===== src/rtl/bounded_updown_counter.sv =====
// Up/down counter bounded by a loadable limit, with wrap-around or saturate
// behaviour at both ends and one-cycle registered end-of-range flags.
module bounded_updown_counter #(
  parameter int WIDTH = 4,
  parameter bit WRAP  = 1'b1
) (
  input  logic             clk,
  input  logic             reset_n,
  input  logic             clear,
  input  logic             load_en,
  input  logic [WIDTH-1:0] count_to,
  input  logic             count_inc,
  input  logic             count_dec,
  output logic [WIDTH-1:0] count,
  output logic [WIDTH-1:0] limit,
  output logic             flag_max,
  output logic             flag_min,
  output logic             at_max,
  output logic             at_min
);

  localparam logic [WIDTH-1:0] ONE = WIDTH'(1);

  logic inc_only;
  logic dec_only;
  logic over_limit;

  assign inc_only   = count_inc & ~count_dec;
  assign dec_only   = count_dec & ~count_inc;
  assign over_limit = (count > limit);
  assign at_max     = (count == limit);
  assign at_min     = (count == '0);

  // reset_n is active-high despite its name: 1 forces the reset state.
  always_ff @(posedge clk or posedge reset_n) begin
    if (reset_n) begin
      count    <= '0;
      limit    <= '1;
      flag_max <= 1'b0;
      flag_min <= 1'b0;
    end else begin
      flag_max <= 1'b0;
      flag_min <= 1'b0;
      // The new limit only governs operations from the next cycle on.
      if (load_en) begin
        limit <= count_to;
      end
      if (clear) begin
        count <= '0;
      end else if (over_limit) begin
        count <= limit;
      end else if (inc_only) begin
        if (at_max) begin
          flag_max <= 1'b1;
          if (WRAP) begin
            count <= '0;
          end
        end else begin
          count <= count + ONE;
        end
      end else if (dec_only) begin
        if (at_min) begin
          flag_min <= 1'b1;
          if (WRAP) begin
            count <= limit;
          end
        end else begin
          count <= count - ONE;
        end
      end
    end
  end

endmodule


===== config.mk =====
export PLATFORM = sky130hd
export DESIGN_NAME = bounded_updown_counter
export DESIGN_NICKNAME = d
export VERILOG_FILES = /design/src/rtl/bounded_updown_counter.sv
export SDC_FILE = /design/constraint.sdc
export NUM_CORES = 1
export LEC_CHECK = 0
export CELL_PAD_IN_SITES_DETAIL_PLACEMENT = 1
export CELL_PAD_IN_SITES_GLOBAL_PLACEMENT = 2
export CORE_UTILIZATION = 41
export CTS_BUF_LIST = sky130_fd_sc_hd__clkbuf_8
export DETAILED_ROUTE_END_ITERATION = 8
export DONT_BUFFER_PORTS = 1
export PLACE_DENSITY_LB_ADDON = 0.1
export SYNTH_ARGS = -nofsm -noshare
export SYNTH_HDL_FRONTEND = slang
export SYNTH_SLANG_ARGS = --single-unit

===== constraint.sdc =====
create_clock -name clk -period 2.9 [get_ports clk]
set_clock_uncertainty 0.05 [all_clocks]
set_input_delay 0.29 -clock clk [delete_from_list [all_inputs] [get_ports clk]]
set_output_delay 0.29 -clock clk [all_outputs]
set_load 0.03 [all_outputs]

Word-level counts from Yosys, hierarchy flattened. Cells that the tools add are included.

Order comparisons: 1. Add/subtract/negate cells: 2. Equality and inequality tests: 1. Bitwise gates (word level): 4. Muxes and demuxes: 15. Reductions and logical operators: 2.

Operators by type and width (count): 4-bit two-way mux (6); 1-bit two-way mux (9); 4-bit by 1-bit adder with 4-bit output (second input constant) (1); 4-bit == test (1); 4-bit greater-than comparator (1); 4-bit logical NOT (1); 4-bit nonzero test (1); 4-bit by 1-bit subtractor with 4-bit output (second input constant) (1); 1-bit AND (2); 1-bit inverter (2).

Bits of input ports: 10. Register bits after elaboration: 10. Word-level logic and storage cells: 29.

Depth between registers and ports, before layout.
Depth after elaboration: 6. Depth in mapped cells: 8. Depth with buffers taken out: 8.

Worst setup path after synthesis. OpenSTA, ideal clock, no wires.

Path type: reg-to-reg. Start: register count[0]. End: register count[0]. Period minus slack after synthesis: 2.168 ns. Required time: 2.728 ns. Stages on the path, launching flop included: 8. Data arrival time: 1.996 ns. Path slack: 0.732 ns. Buffers on the path: 0. Library setup time: 0.122 ns. Cell sequence: dfrtp_1 -> inv_1 -> ha_1 -> nor3b_2 -> nand2_1 -> o211ai_2 -> mux2i_1 -> a32o_1.

Cells in the longest elaborated chain, start to end: 6.

RTL lines: start, declared (RTL line 14) `output logic [WIDTH-1:0] count,`; start signal, assigned (RTL line 51) `count <= limit;`; start signal, assigned (RTL line 59) `count <= count + ONE;`; start signal, assigned (RTL line 65) `count <= limit;`; 4-bit logical NOT (RTL line 32) `assign at_min = (count == '0);`; via at_min (RTL line 19) `output logic at_min`; 4-bit two-way mux (RTL line 62) `if (at_min) begin`; 4-bit two-way mux (RTL line 61) `end else if (dec_only) begin`; 4-bit two-way mux (RTL line 52) `end else if (inc_only) begin`; 4-bit two-way mux (RTL line 50) `end else if (over_limit) begin`; 4-bit two-way mux (RTL line 48) `if (clear) begin`.

The timed path passes the listed nets, and every way through them passes these cells. The select of a mux whose other input is x is not followed. A chain may end at the register's enable or synchronous reset.

Worst setup path in the final report. Ends and elaborated chain as after synthesis.

==> results list <==
- The run finished with clean final reports.
- The number of pins exceeding their max-slew limit in the final report was 0.
- Post-Route Setup TNS: 0 ns
- The analysis attributes to cell leakage a power of between 0.3 and 0.4 nW.
- Number of setup buffers added after CTS: 0
* Clock tree root buffer cell: clkbuf_8
- Initial DRC Count: 11
- TritonCTS clock tree: done
- GRT Resource Usage Total: a little under a quarter
* Min-Delay Startpoint: clear
- Post-Synthesis Net Count: 94
* Unrepaired setup endpoints after global routing: false
* DRC Markers: 0
- The area growth from synthesis to layout is 15.3%.
- Headroom to the max-slew limit: 50.2%
- The later pin in the worst-skew pair is clocked with a latency of 0.23 ns.
* Number of fill cells: 190
* Instance count along the most critical hold path: 1
* Critical-path maximum fanout: 7
- In the post-route analysis, the smallest setup slack over all paths is about 0.37 ns.
- Startpoint of the worst-slack reg-to-reg timing path: count[0]$_DFFE_PP0P_
* Vias: approximately 640
* Clock-pin slew on the worst setup and hold paths: 0.05 ns
- In this design, the stage delay of the slowest critical-path cell is 0.65 ns.
- Critical-path cell with the highest stage delay: nor3b_2
- Half-perimeter wire length after placement: ~1500 µm
* Critical path start-end classification: flop to flop
* Die Span Y: between 40 and 50 µm
- Post-route antenna net violation count: 0
- Cell Area, Synth: between 700 and 800 µm²
- After detailed routing, the average wire length per cell comes to 17.5 µm.
- Largest vdd supply drop: between 0.4 and 0.5 mV
* Chip Width: around 44 µm
* Final wirelength: roughly 1900 µm
- Number of enable flip-flop cells after synthesis: 0
- Critical path launch point type: flop
* Synthesized area divided by synthesized cell count: 9.45 µm²
- After layout, the design draws a total of about 1 mW.
* Netlist cell types: 38
- STA puts the critical path data arrival time at 2.60 ns.
* CTS Hold Buffers Added: 1
- Counting flops and latches in the post-synthesis netlist gives 10.
- Share of synthesized flip-flops with an asynchronous set or reset: between 90% and 100%
- Final count of hold timing violations: 0
- CTS resizes: 0
* Net count of the finished layout: roughly 100
* Vias in the first global route: 684
- Once the floorplan was initialized, standard cells occupied a little under half of the core.
* Worst R2R Path Depth: 7
- Counting every sink on the clock net gives 10.
- Synthesis produced a netlist whose cell count is 78.
- Worst reg2reg endpoint: count[0]$_DFFE_PP0P_
- Setup-failing EPs final: 0
- Traced cell by cell, the critical path runs through inv_1, ha_1, nor3b_2, nand2_1, o211ai_2, mux2i_1, a32o_1.
- Overall die area: 0.00197 mm²
- The tool flagged a number of max-cap violations equal to 0.
- Standard cell core area: 0.00159 mm²
* Main flop type after synthesis: dfrtp_1
* Port Buffer Count: 0
- At the placement stage, the worst setup path has a slack of 0.379 ns.
* Type of element capturing the critical path: flop
- Global-route wire length before repair: about 3200 µm
- Type of the tightest min-delay check: primary input to flop
- At the pin with the least slew margin, the transition time is ~0.74 ns.
- For this run the aggregate overflow at the end of global routing stands at 0.
- Htree depth: 1
- Seq/Total Area, Yosys: about 35%
- The longest clock path from root to sink contains 2 buffers.
* Data required time of the critical path: just under 3 ns
- After detailed routing, the number of vias per cell comes to between 5 and 6.
- Number of antenna violations at the first check in global routing: 0
- Register-to-register path setup slack: between 0.3 and 0.4 ns
- 1st-pass router iterations: 4
* Power per cell area: around 1200 mW/mm²
- End of the worst hold path: count[1]$_DFFE_PP0P_
- Based on the critical path, the design can be clocked at up to 395 MHz.
* Count of inserted antenna diode cells: 0
- Standard-cell row count: 14
- In this run the count of I/O pins placed on the die edge is 22.
* Final critical-path required period: around 2.5 ns
- Final weighted congestion of routability-driven global placement: between 0.8 and 0.9
- In the final layout, the share of cells above drive strength 1 is between 20% and 30%.
* Total clock buffers created by CTS: 3
* Period utilization: between 80 and 90%
* Largest net degree at the start of global routing: 11
- During synthesis, Yosys emitted a total of 0 warnings.
==> cells in the final DEF, fill, tap and decap left out, types with 2 or more instances in the layout <==
| master | n |
|---|---|
| nor2_1 | 3 |
| clkbuf_8 | 4 |
| nand3_1 | 2 |
| nor3_1 | 4 |
| buf_4 | 3 |
| dfstp_2 | 4 |
| o21ai_0 | 4 |
| dfrtp_1 | 6 |
| inv_1 | 9 |
| ha_1 | 6 |
| o211ai_2 | 2 |
| a21oi_1 | 4 |
| nand2_1 | 7 |
==> power by group <==
group          switching, mW  internal [mW]
Clock                 0.0510          0.119
Combinational          0.383          0.221
Sequential            0.0608          0.177
Total                  0.494          0.517
==> state kept, by name (all words and copies together) (netlist names) <==
register	cells
flag_min	1
limit	4
flag_max	1
count	4
==> worst max-delay path, delay by kind of cell (launching register included) <==
family / cells / cell delay, ns
simple gates: 2 / 0.81
flops: 1 / 0.55
compound gates: 2 / 0.43
fa+ha+maj: 1 / 0.26
buf+inv: 1 / 0.20
mux: 1 / 0.12
==> worst max path at each step <==
| stage | depth (start not counted) | startpoint | slack, ns | endpoint |
|---|---|---|---|---|
| global route | 7 | count[0]$_DFFE_PP0P_ | 0.22 | count[0]$_DFFE_PP0P_ |
| CTS | 7 | count[0]$_DFFE_PP0P_ | 0.36 | count[0]$_DFFE_PP0P_ |
| detailed placement | 7 | count[0]$_DFFE_PP0P_ | 0.38 | count[0]$_DFFE_PP0P_ |
| global placement | 7 | count[0]$_DFFE_PP0P_ | 0.43 | count[0]$_DFFE_PP0P_ |
| finish | 7 | count[0]$_DFFE_PP0P_ | 0.37 | count[0]$_DFFE_PP0P_ |
| floorplan | 7 | count[0]$_DFFE_PP0P_ | 0.73 | count[0]$_DFFE_PP0P_ |
==> cell families after synthesis <==
kind of cell	Yosys count	synth area share, %
simple gates	26	21.4
buf+inv	11	6.45
compound gates	23	24.8
mux	1	1.36
xor+xnor	1	1.19
flops	10	34.6
fa+ha+maj	6	10.2
==> cell usage after synthesis (2+ instances only) <==
library cell | number | area [µm²]
nor3_1 | 4 | 20.0
o21ai_0 | 4 | 20.0
dfstp_2 | 4 | 105
nor2_1 | 3 | 11.3
inv_1 | 9 | 33.8
nand2_1 | 7 | 26.3
o211ai_2 | 2 | 25.0
ha_1 | 6 | 75.1
dfrtp_1 | 6 | 150
nand3_1 | 2 | 10.0
a21oi_1 | 4 | 20.0
==> per-layer routing <==
| layer | track usage [%] | routed length, µm |
|---|---|---|
| met5 | 0 | 0 |
| met4 | 1.82 | 0 |
| met1 | 31.1 | 885 |
| met2 | 38.2 | 930 |
| met3 | 6.12 | 94 |
==> per-stage QoR <==
stage               cell area, µm²  util [%]  hold WS, ns  cells
finish                         850      53.3       0.0692    109
global route                   850      53.3       0.0620    109
CTS                            850      53.3       0.0652    109
detailed placement             785      49.2        0.125    104
global placement               785      49.2        0.123    104
floorplan                      737         -       0.0773     78
==> area by class of cell <==
type	instances	area (µm²)	area share [%]
tap	24	30.0	3.53
inverter	10	42.5	5.01
sequential	10	255	30.0
timing repair buffer	4	32.5	3.83
multi-input combinational	57	434	51.1
clock buffer	4	55.1	6.48
(Power assumes the default switching activity.)
